--- config.mk ---
export PLATFORM = sky130hd
export DESIGN_NAME = comporta_agendador
export DESIGN_NICKNAME = d
export VERILOG_FILES = /design/src/rtl/comporta_pkg.sv /design/src/rtl/comporta_agendador_temporizador.sv /design/src/rtl/comporta_agendador.sv
export SDC_FILE = /design/constraint.sdc
export NUM_CORES = 1
export LEC_CHECK = 0
export BUFFER_PORTS_ARGS = -buffer_cell sky130_fd_sc_hd__buf_2
export CAP_MARGIN = 40
export CORE_MARGIN = 4
export CORE_UTILIZATION = 35
export CTS_BUF_LIST = sky130_fd_sc_hd__clkbuf_8
export DETAILED_ROUTE_END_ITERATION = 12
export PLACE_DENSITY = 0.62
export SETUP_SLACK_MARGIN = 0.2
export SYNTH_ARGS = -nofsm -noshare
export SYNTH_HDL_FRONTEND = slang
export SYNTH_SLANG_ARGS = --single-unit
--- constraint.sdc ---
create_clock -name clock -period 5.1 [get_ports clock]
set_input_delay 0 -clock clock [delete_from_list [all_inputs] [get_ports clock]]
set_output_delay 0 -clock clock [all_outputs]
set_load 0.02 [all_outputs]
--- src/rtl/comporta_pkg.sv ---
// comporta_pkg
// Shared definitions for the dispense scheduler (comporta_agendador):
// state encoding as exported on dbEstado, its width, and the code that is
// never produced by the FSM (any such value falls back to OCIOSO).
package comporta_pkg;

   localparam int DBESTADO_W = 4;

   typedef enum logic [DBESTADO_W-1:0] {
      OCIOSO   = 4'd0,
      ESPERA   = 4'd1,
      VERIFICA = 4'd2,
      ABRINDO  = 4'd3,
      FECHANDO = 4'd4,
      ERRO     = 4'd5
   } estado_t;

   localparam logic [DBESTADO_W-1:0] ESTADO_INVALIDO = 4'd15;

endpackage

--- src/rtl/comporta_agendador_temporizador.sv ---
// comporta_temporizador
// Up-counter with synchronous clear, count enable and terminal flag.
// terminal_o is high while the count equals CICLOS-1; counting past the
// terminal value wraps to 0.
// Ports:
//   clock      in  system clock
//   reset      in  synchronous active-high reset
//   limpa_i    in  clear count to 0 (wins over habilita_i)
//   habilita_i in  advance count this cycle
//   terminal_o out count == CICLOS-1
module comporta_temporizador #(
   parameter int CICLOS = 2
) (
   input  logic clock,
   input  logic reset,
   input  logic limpa_i,
   input  logic habilita_i,
   output logic terminal_o
);

   localparam int W = (CICLOS > 1) ? $clog2(CICLOS) : 1;
   localparam logic [W-1:0] ULTIMO = W'(CICLOS - 1);

   logic [W-1:0] contagem_q, contagem_d;

   assign terminal_o = (contagem_q == ULTIMO);

   always_comb begin
      contagem_d = contagem_q;
      if (limpa_i)
         contagem_d = '0;
      else if (habilita_i)
         contagem_d = terminal_o ? '0 : contagem_q + W'(1);
   end

   always_ff @(posedge clock) begin
      if (reset) contagem_q <= '0;
      else       contagem_q <= contagem_d;
   end

endmodule

--- src/rtl/comporta_agendador.sv ---
// comporta_agendador
// Dispense scheduler in front of the gate control unit. Periodically asks
// for a gate opening, holds abrirComporta until the weight reaches the
// target or a timeout expires, waits for the gate to close and counts doses.
// Optional feature macro: COMPORTA_MANUAL_EN (manual dose requests).
// Ports:
//   clock, reset       system clock, synchronous active-high reset
//   habilita           level, enables automatic dosing
//   pedidoManual       pulse, manual dose request (macro only)
//   limpaErro          pulse, clears error flags / leaves ERRO
//   peso, pesoAlvo     measured and target weight (unsigned)
//   pesoMaxIgualZero   reservoir empty
//   comportaFechada    gate unit idle and closed
//   abrirComporta      open request to gate unit
//   comando            manual override to gate unit
//   ocupado            dose in progress (VERIFICA/ABRINDO/FECHANDO)
//   erroTimeout        sticky, opening timed out
//   erroVazio          sticky, reservoir empty at check
//   doses              completed doses, wraps
//   dbEstado           current state code
module comporta_agendador
   import comporta_pkg::*;
#(
   parameter int PERIODO_CICLOS = 1000,
   parameter int TIMEOUT_CICLOS = 5000,
   parameter int PESO_W         = 12
) (
   input  logic                  clock,
   input  logic                  reset,
   input  logic                  habilita,
   input  logic                  pedidoManual,
   input  logic                  limpaErro,
   input  logic [PESO_W-1:0]     peso,
   input  logic [PESO_W-1:0]     pesoAlvo,
   input  logic                  pesoMaxIgualZero,
   input  logic                  comportaFechada,
   output logic                  abrirComporta,
   output logic                  comando,
   output logic                  ocupado,
   output logic                  erroTimeout,
   output logic                  erroVazio,
   output logic [7:0]            doses,
   output logic [DBESTADO_W-1:0] dbEstado
);

   estado_t    estado_q, estado_d;
   logic       manual_q, manual_d;
   logic       erroTimeout_q, erroTimeout_d;
   logic       erroVazio_q, erroVazio_d;
   logic [7:0] doses_q, doses_d;
   logic       pedido;
   logic       alvo_ok;
   logic       fim_periodo, fim_timeout;

   assign alvo_ok = (peso >= pesoAlvo);

   // Counters are held at 0 outside their state, so entering the state
   // always starts the count from zero.
   comporta_temporizador #(.CICLOS(PERIODO_CICLOS)) u_periodo (
      .clock      (clock),
      .reset      (reset),
      .limpa_i    (estado_q != ESPERA),
      .habilita_i (estado_q == ESPERA),
      .terminal_o (fim_periodo)
   );

   comporta_temporizador #(.CICLOS(TIMEOUT_CICLOS)) u_timeout (
      .clock      (clock),
      .reset      (reset),
      .limpa_i    (estado_q != ABRINDO),
      .habilita_i (estado_q == ABRINDO),
      .terminal_o (fim_timeout)
   );

`ifdef COMPORTA_MANUAL_EN
   assign pedido = pedidoManual;

   always_ff @(posedge clock) begin
      if (reset) manual_q <= 1'b0;
      else       manual_q <= manual_d;
   end

   assign comando = manual_q && (estado_q == VERIFICA || estado_q == ABRINDO);
`else
   logic unused_manual;
   assign unused_manual = ^{pedidoManual, manual_d};
   assign pedido   = 1'b0;
   assign manual_q = 1'b0;
   assign comando  = 1'b0;
`endif

   always_comb begin
      estado_d      = estado_q;
      manual_d      = manual_q;
      erroTimeout_d = erroTimeout_q;
      erroVazio_d   = erroVazio_q;
      doses_d       = doses_q;
      // A timeout raised in the same cycle as limpaErro stays set.
      if (limpaErro) erroTimeout_d = 1'b0;
      case (estado_q)
         OCIOSO: begin
            if (habilita)
               estado_d = ESPERA;
            else if (pedido && comportaFechada) begin
               estado_d = VERIFICA;
               manual_d = 1'b1;
            end
         end
         ESPERA: begin
            if (!habilita)
               estado_d = OCIOSO;
            else if (pedido) begin
               estado_d = VERIFICA;
               manual_d = 1'b1;
            end else if (fim_periodo)
               estado_d = VERIFICA;
         end
         VERIFICA: begin
            if (alvo_ok) begin
               // Skipped dose: drop the manual mark so the next automatic
               // dose is not treated as manual.
               estado_d = ESPERA;
               manual_d = 1'b0;
            end else if (pesoMaxIgualZero && !manual_q) begin
               estado_d    = ERRO;
               erroVazio_d = 1'b1;
            end else
               estado_d = ABRINDO;
         end
         ABRINDO: begin
            if (alvo_ok)
               estado_d = FECHANDO;
            else if (fim_timeout) begin
               estado_d      = FECHANDO;
               erroTimeout_d = 1'b1;
            end else if (!habilita && !manual_q)
               estado_d = FECHANDO;
         end
         FECHANDO: begin
            if (comportaFechada) begin
               doses_d  = doses_q + 8'd1;
               manual_d = 1'b0;
               estado_d = habilita ? ESPERA : OCIOSO;
            end
         end
         ERRO: begin
            if (limpaErro) begin
               estado_d      = OCIOSO;
               erroTimeout_d = 1'b0;
               erroVazio_d   = 1'b0;
            end
         end
         default: estado_d = OCIOSO;
      endcase
   end

   always_ff @(posedge clock) begin
      if (reset) begin
         estado_q      <= OCIOSO;
         erroTimeout_q <= 1'b0;
         erroVazio_q   <= 1'b0;
         doses_q       <= 8'd0;
      end else begin
         estado_q      <= estado_d;
         erroTimeout_q <= erroTimeout_d;
         erroVazio_q   <= erroVazio_d;
         doses_q       <= doses_d;
      end
   end

   assign abrirComporta = (estado_q == ABRINDO);
   assign ocupado       = (estado_q == VERIFICA) || (estado_q == ABRINDO) ||
                          (estado_q == FECHANDO);
   assign dbEstado      = estado_q;
   assign erroTimeout   = erroTimeout_q;
   assign erroVazio     = erroVazio_q;
   assign doses         = doses_q;

endmodule

======== Word level (Yosys, flattened, before mapping) ========
Index checks and enable logic that the tools add are counted.
word-level totals
  bits of input ports ..................... 31
  output and inout bits ................... 17
  logic and storage cells ................. 58
  register bits after elaboration ......... 37
cells by class
  add/subtract/negate cells ............... 3
  mux-type cells .......................... 23
  reductions and logical operators ........ 9
  equality and inequality tests ........... 16
  order comparisons ....................... 1
operators by type and width
  cell                   number
  $mux 4                 8
  $pmux 4 s6             1
  $add 13x1->13 const B  1
  $eq 13x13->1 const B   1
  $mux 13                1
  $ge 12x12->1           1
  $add 10x1->10 const B  1
  $eq 10x10->1 const B   1
  $mux 10                1
  $ne 2x2->1 const B     5
  $add 8x1->8 const B    1
  $eq 4x2->1 const B     2
  $eq 4x3->1 const B     2
  $mux 1                 8
  $ne 4x2->1 const B     2
  $mux 3                 2
  $reduce_and 5->1       1
  $eq 4x1->1 const B     1
  $logic_not 4->1        1
  $ne 4x1->1 const B     1
  $pmux 1 s2             2
  $reduce_and 4->1       1
  $reduce_or 2->1        2
  $ne 3x3->1 const B     1
  3 further kinds        4

======== Logic depth before layout (Yosys ltp) ========
Gate-level depths: netlist of the first run.
  word-level depth ........................ 4
  mapped depth ............................ 8

======== Modules after synthesis ========
Synthesis of the first run repeated with hierarchy kept, for this count alone.
unflattened totals
  cell total of the unflattened synthesis .. 248
  area total of the unflattened synthesis .. 2134.5 sq um
by module, submodules not included
  module                              seq. area each (sq um)  cells each  area each (sq um)  times used
  comporta_agendador                  260.2                   127         1012.2             1
  comporta_temporizador at u_timeout  260.2                   69          624.3              1
  comporta_temporizador at u_periodo  200.2                   52          498.0              1

======== Worst setup path before layout of the first run ========
Ideal clock, no wire load.
  path type ............................... register to register
  start ................................... register u_periodo.contagem_q[0]
  end ..................................... register estado_q[2], in the netlist dbEstado[2]
  period minus slack after synthesis ...... 1.877 ns
  path buffers ............................ 0
  setup slack ............................. 3.223 ns
  arrival ................................. 1.789 ns
  setup time .............................. 0.088 ns
  stages on the path, launching flop included .. 7
  cells stage by stage .................... dfxtp_1 > ha_1 > nor4bb_1 > a31oi_1 > o31a_1 > a211o_1 > a311oi_2
between the ends
  longest elaborated chain between the ends .. 3
ends and longest elaborated chain
  item                        line                                   RTL
  start, declared             comporta_agendador_temporizador.sv:24  logic [W-1:0] contagem_q, contagem_d;
  start signal, assigned      comporta_agendador_temporizador.sv:38  else contagem_q <= contagem_d;
  $eq 10x10->1                comporta_agendador_temporizador.sv:26  assign terminal_o = (contagem_q == ULTIMO);
  $ne 3x3->1 (no line)        -
  $reduce_and 5->1 (no line)  -
  end signal, assigned        comporta_agendador.sv:164              estado_q <= estado_d;
  end, declared               comporta_agendador.sv:46               estado_t estado_q, estado_d;
No other way between the ends.
A chain may end at the register's enable or synchronous reset.

======== Worst setup path in the final report of the first run ========
Ends and elaborated chain as after synthesis.

==> run_results.csv, run 1 <==
group,metric,value,unit
grt,gr-usage-met3,3.67,%
grt,grt_max_degree,19,
grt,grtUsageTotal,12.0,%
synthesis,ys_seq_area_share,36.2,%
critical_path,crit_arrival,2.26,ns
synthesis,syn_inst,231,
critical_path,slowest_stage,"nor4bb_1",
synthesis,ys_top_cells_by_area,"dfxtp_1, ha_1, nor2_1",
critical_path,worst-r2r-cell-count,6,
cells_and_area,final_cells,348,
placement,place_inst,341,
cells_and_area,regArea,721,um^2
grt,met2_usage,19.6,%
critical_path,start_kind,"register",
power_and_ir_drop,power_density,228,nW/um^2
drt,firstDrtPassIters,4,
die,start_util,36.1,%
sta,setup_violations,0,
die,design.portCount,48,
clocking,cts_tree,"done",
critical_path,crit_path_end,"dbEstado[2]",
clocking,insertion_delay,0.28,ns
synthesis,ys_types,43,
cells_and_area,syn2layout_area_growth,18.1,%
clocking,cts_resized,0,
synthesis,async_reset_ff_share,0,%
placement,placed_area,2270,um^2
drt,avgViaCountPerCell,4.74,
placement,numPortBuffers,44,
die,core_area,5510,um^2
drt,wl,3990,um
drt,drtIter0Drc,44,
placement,place_congestion,0.773,
cells_and_area,nets,322,
synthesis,netlist.area_leader.share,36.2,%
drt,vias,1649,
critical_path,path_class,"reg2reg",
critical_path,cp_cell_sequence,"ha_1, nor4bb_1, a31oi_1, o31a_1, a211o_1, a311oi_2",
sta,setup_tns,0,ns
drt,postRouteAntennaNets,0,
sta,worst_slack,3.04,ns
clocking,hold_buffers,0,
cells_and_area,final_common_cell,"buf_2",
die,die-area,6950,um^2
sta,final-hold-violation-count,0,
clocking,numCtsBuffers,5,
synthesis,synth-seq-cells,36,
clocking,cts_buffer_depth,2,
synthesis,synth.largest_area_cell,"dfxtp_1",
cells_and_area,drive_gt1_share,21.4,%
die,rows,27,
placement,dp_hpwl,3070,um
power_and_ir_drop,leakagePower,1.03,nW
synthesis,yosysWarnings,0,
grt,grt_busiest_layer,"met2",
grt,grt-ovfl-total,0,
clocking,clock_sinks,36,
run,cap_viol_max_count,0,
critical_path,path_max_fanout,4,
sta,rsz0062_at_grt,"false",
synthesis,syn_area,1990,um^2
status,status,"finished, final reports clean",
die,die_y,83.4,um
clocking,cts-root-buf,"clkbuf_8",
clocking,clk_pin_slew,0.07,ns
min_path,hp-class,"in2reg",
synthesis,synth_edf_count,0,
grt,grt_pass1_wl,6950,um
grt,antenna_found_initial,0,
sta,fin_worst_skew,0.00671,ns
drt,drc,0,
clocking,postCtsSetupBuffers,0,
power_and_ir_drop,power,0.536,mW
cells_and_area,final_cell_area,2350,um^2
cells_and_area,num-fill-cells,557,
cells_and_area,fin_util,42.6,%
die,die_x,83.4,um
power_and_ir_drop,vdd_ir_drop_max,207,uV
synthesis,avgSynthCellArea,8.61,um^2
grt,use_met1,15.3,%
placement,pre_cts_ws,3.05,ns
critical_path,endpoint_kind,"register",
sta,finalCriticalPeriod,2.06,ns
critical_path,cp_slowest_stage_delay,0.39,ns
cells_and_area,diodes,0,
sta,fin_crit_sh,40.5,%
cells_and_area,layout_common_cells,"buf_2, nor2_1, dfxtp_1",
critical_path,rrSetupSlack,3.04,ns
critical_path,r2r_end,"dbEstado[2]",
critical_path,crit_path_start,"u_periodo.contagem_q[0]",
sta,max_slew_margin,55.9,%
grt,first_global_vias,1604,
cells_and_area,multi_input_area,1170,um^2
sta,hold_ws,0.00966,ns
sta,tightest_slew,0.660,ns
sta,fmax,484,MHz
synthesis,synth_ff_type,"dfxtp_1",
critical_path,r2r-start,"u_periodo.contagem_q[0]",
critical_path,cp.required,5.30,ns
sta,slew_violations,0,
drt,drt-wirelength-per-cell,11.5,um
clocking,cts_max_level,2,
-- synthesized netlist by cell type (all sizes together), types with 2 or more instances --
| cell type | number |
|---|---|
| a21o | 2 |
| nand3 | 8 |
| inv | 17 |
| clkbuf | 4 |
| nand3b | 3 |
| xnor2 | 12 |
| dfxtp | 36 |
| o21ai | 3 |
| and3 | 5 |
| nor4 | 2 |
| nor3 | 4 |
| nand2b | 5 |
| and4 | 4 |
| nor3b | 4 |
| nor4bb | 2 |
| mux2i | 2 |
| nand2 | 15 |
| xor2 | 14 |
| a21oi | 7 |
| nand4 | 8 |
| ha | 15 |
| buf | 4 |
| nor2 | 36 |
| a31oi | 3 |
-- sequential cells by signal, summed over array words and instances, names as in the netlist --
name                  cells
dbEstado                  3
doses                     8
erroTimeout               1
erroVazio                 1
u_periodo.contagem_q     10
u_timeout.contagem_q     13
-- area by class of cell --
class	instances	share of cell area, %
multi-input combinational	171	49.7
sequential	36	30.7
clock inverter	2	0.373
timing repair buffer	45	9.70
tap	72	3.84
inverter	17	2.72
clock buffer	5	2.93
-- power breakdown --
part           leakage [nW]  switching [mW]  internal [mW]
Clock                0.0452          0.0957         0.0908
Sequential            0.290         0.00473          0.283
Combinational         0.699          0.0337         0.0276
Total                  1.03           0.134          0.402
-- worst min path at each step --
stage / from / endpoint / slack, ns / cells past startpoint
3_3_place_gp: limpaErro / erroTimeout / 0.32 / 3
4_1_cts: limpaErro / erroTimeout / 0.01 / 3
3_5_place_dp: limpaErro / erroTimeout / 0.32 / 3
2_1_floorplan: habilita / dbEstado[1] / 0.17 / 2
5_1_grt: limpaErro / erroTimeout / 0.01 / 3
6_report: limpaErro / erroTimeout / 0.01 / 3
-- routing by layer --
metal | vias up | part of all wire (%)
met4 | 0 | 1.3
met1 | 738 | 51
met2 | 30 | 43
li1 | 875 | -
met3 | 6 | 4.8
met5 | - | 0
-- critical path: cells and delay by family (launching register included) --
kind            cells  cell delay (ns)
flops               1             0.37
fa+ha+maj           1             0.24
compound gates      4             0.98
simple gates        1             0.39
-- cell families after synthesis --
| logic type | Yosys count | share of synthesized area [%] |
|---|---|---|
| other | 1 | 0.189 |
| flip-flops | 36 | 36.2 |
| AO/OA/AOI/OAI | 23 | 7.99 |
| XOR/XNOR | 26 | 11.5 |
| adder cells (fa/ha/maj) | 15 | 9.44 |
| AND/OR/NAND/NOR | 102 | 27.9 |
| buffers and inverters | 25 | 5.22 |
| multiplexers | 3 | 1.57 |
Power figures use the tool's default switching activity.
==> inputs of run 2 (changes only) <==
- ABC_AREA: not set -> 1
- clock period: 5.1 -> 1.9 ns (I/O delays scaled with it)
==> run 2 against run 1 <==
Setup slack got worse by 2.6 ns. Flip-flop and latch count unchanged. Routed wire length up 1.8%. Critical endpoint is now u_timeout.contagem_q[9]. First-iteration DRC count is 66% higher. Combinational power rose to 2.8 times the previous value. Synthesized cell count increased by 29%. Via count is 15% higher. Clock-buffer cell count grew 1. Critical path type unchanged. Sequential share of layout area decreased by 2.2 points. Utilization increased by 0.083 points.
==> run_results.csv, run 2 <==
group,metric,value,unit
drt,avgViaCountPerCell,4.48,
sta,finalCriticalPeriod,1.47,ns
sta,fmax,679,MHz
cells_and_area,largest_reg_flops,13,
critical_path,cp_slowest_stage_delay,0.36,ns
die,die-area,7420,um^2
placement,numPortBuffers,44,
sta,setup_violations,0,
cells_and_area,syn2layout_area_growth,18.3,%
clocking,postCtsSetupBuffers,0,
clocking,hold_buffers,0,
cells_and_area,nets,393,
synthesis,syn_area,2140,um^2
power_and_ir_drop,combPwrFrac,11.6,%
power_and_ir_drop,p_sw,0.376,mW
placement,dp_hpwl,3340,um
sta,final-hold-violation-count,0,
clocking,cts-root-buf,"clkbuf_8",
clocking,cts_resized,0,
power_and_ir_drop,swShare,25.1,%
grt,grt_max_degree,12,
sta,fin_worst_skew,0.00642,ns
die,die_x,86.1,um
grt,grtUsageTotal,11.6,%
critical_path,rrSetupSlack,0.43,ns
cells_and_area,drive_gt1_share,24.1,%
synthesis,syn_inst,298,
drt,wl,4060,um
drt,drc,0,
synthesis,synth.top_cells.by_count,"inv_1, nand2_1, dfxtp_1, nor2_1, a21oi_1",
synthesis,ys_types,34,
critical_path,cp_cell_sequence,"ha_1, nand2_2, nor3_1, nand3_1, nand2_2, inv_2, o31ai_1, a21oi_1",
sta,rsz0062_at_grt,"false",
die,core_area,5920,um^2
min_path,hp-class,"in2reg",
power_and_ir_drop,clkPwrFrac,36.9,%
sta,slew_violations,0,
grt,first_global_vias,1783,
clocking,cts_buffer_depth,2,
synthesis,synth.largest_area_cell,"dfxtp_1",
critical_path,path_class,"reg2reg",
drt,firstDrtPassIters,4,
die,start_util,36.1,%
clocking,cts_tree,"done",
drt,postRouteAntennaNets,0,
synthesis,synth_ff_type,"dfxtp_1",
clocking,clock_sinks,36,
grt,grt_pass1_wl,7140,um
critical_path,start_kind,"register",
clocking,clk_pin_slew,0.07,ns
synthesis,synth-seq-cells,36,
power_and_ir_drop,internal-power,1.12,mW
critical_path,endpoint_kind,"register",
synthesis,avgSynthCellArea,7.17,um^2
power_and_ir_drop,power_density,592,nW/um^2
synthesis,async_reset_ff_share,0,%
placement,placed_area,2440,um^2
grt,antenna_found_initial,0,
die,rows,28,
drt,drt-wirelength-per-cell,9.60,um
critical_path,cp_common_cell,"nand2_2",
synthesis,netlist.area_leader.share,33.7,%
placement,pre_cts_ws,0.427,ns
cells_and_area,diodes,0,
cells_and_area,final_cell_area,2530,um^2
synthesis,synth.most_common_cell,"inv_1",
power_and_ir_drop,p_seq_share,51.5,%
min_path,min_path_cells,4,
critical_path,path_max_fanout,10,
synthesis,ys_seq_area_share,33.7,%
die,design.portCount,48,
clocking,insertion_delay,0.29,ns
cells_and_area,top_register,"u_timeout.contagem_q",
die,die_y,86.1,um
synthesis,synth_edf_count,0,
power_and_ir_drop,vdd_ir_drop_max,293,uV
power_and_ir_drop,leakagePower,1.17,nW
clocking,cts_max_level,2,
critical_path,worst-r2r-cell-count,8,
drt,vias,1896,
synthesis,ys_top_cells_by_area,"dfxtp_1, inv_1, ha_1",
critical_path,cp.required,2.07,ns
clocking,numCtsBuffers,5,
grt,grt-ovfl-total,0,
critical_path,slowest_stage,"dfxtp_1",
placement,place_congestion,0.827,
run,cap_viol_max_count,0,
sta,fin_crit_sh,77.5,%
synthesis,yosysWarnings,0,
cells_and_area,layout_common_cells,"inv_1, nand2_1, buf_2",
status,status,"finished, final reports clean",
critical_path,crit_arrival,1.64,ns
sta,setup_tns,0,ns
cells_and_area,final_common_cell,"inv_1",
drt,drtIter0Drc,73,
sta,worst_slack,0.427,ns
-- run 2: changes by cell type in the layout (fill, tap and decap cells not counted), moves of 10 or more --
cell,previous run,this run
xor2_1,14,3
a21oi_1,7,23
nand3_1,8,18
nand2_1,15,48
inv_1,18,54
xnor2_1,12,0
-- run 2: worst paths after layout --
path | startpoint | endpoint
worst min-delay path | limpaErro | erroTimeout
worst max register to register | u_timeout.contagem_q[0] | u_timeout.contagem_q[9]
worst min register to register | erroVazio | erroVazio
worst max-delay path | u_timeout.contagem_q[0] | u_timeout.contagem_q[9]
-- run 2: area by class of cell --
class                           count  area [um^2]
Clock inverter                      2         10.0
Multi-Input combinational cell    199         1170
Fill cell                         649         3390
Sequential cell                    36          721
Inverter                           61          230
Tap cell                           75         93.8
Clock buffer                        6         82.6
Timing Repair Buffer               44          220
-- run 2: power by group through the flow --
| stage | Combinational [mW] | Sequential, mW | Clock (mW) |
|---|---|---|---|
| 6_report | 0.174 | 0.771 | 0.553 |
| 3_5_place_dp | 0.176 | 0.788 | 0 |
| 3_3_place_gp | 0.172 | 0.788 | 0 |
| 4_1_cts | 0.176 | 0.771 | 0.579 |
| 5_1_grt | 0.202 | 0.772 | 0.608 |
| 2_1_floorplan | 0.113 | 0.793 | 0 |
-- run 2: metrics by stage --
step           util (%)  power (mW)  hold WS (ns)  instances
6_report           42.7        1.50        0.0149        423
5_1_grt            42.7        1.58        0.0273        423
4_1_cts            42.7        1.53       0.00573        423
3_5_place_dp       41.1       0.964         0.320        415
3_3_place_gp       41.1       0.960         0.299        415
2_1_floorplan         -       0.906         0.181        299
-- run 2: kinds of logic after synthesis --
logic type / count (synthesis) / share of synthesized area (%)
AO/OA/AOI/OAI: 41 / 10.5
XOR/XNOR: 3 / 1.23
adder cells (fa/ha/maj): 15 / 8.78
buffers and inverters: 64 / 11.7
flip-flops: 36 / 33.7
other: 1 / 0.175
AND/OR/NAND/NOR: 138 / 33.9
-- run 2: routing by layer --
metal,global-route usage (%),share of wire (%),routed length (um)
met5,0,0,0
met4,3.45,0.67,27
met3,2.69,5.9,241
met2,20.3,46,1870
met1,14.0,47,1920
-- run 2: critical path, delay by kind of cell (launching register included) --
| family | cells | cell delay (ns) |
|---|---|---|
| fa+ha+maj | 1 | 0.19 |
| flops | 1 | 0.36 |
| buf+inv | 1 | 0.06 |
| compound gates | 2 | 0.12 |
| simple gates | 4 | 0.63 |
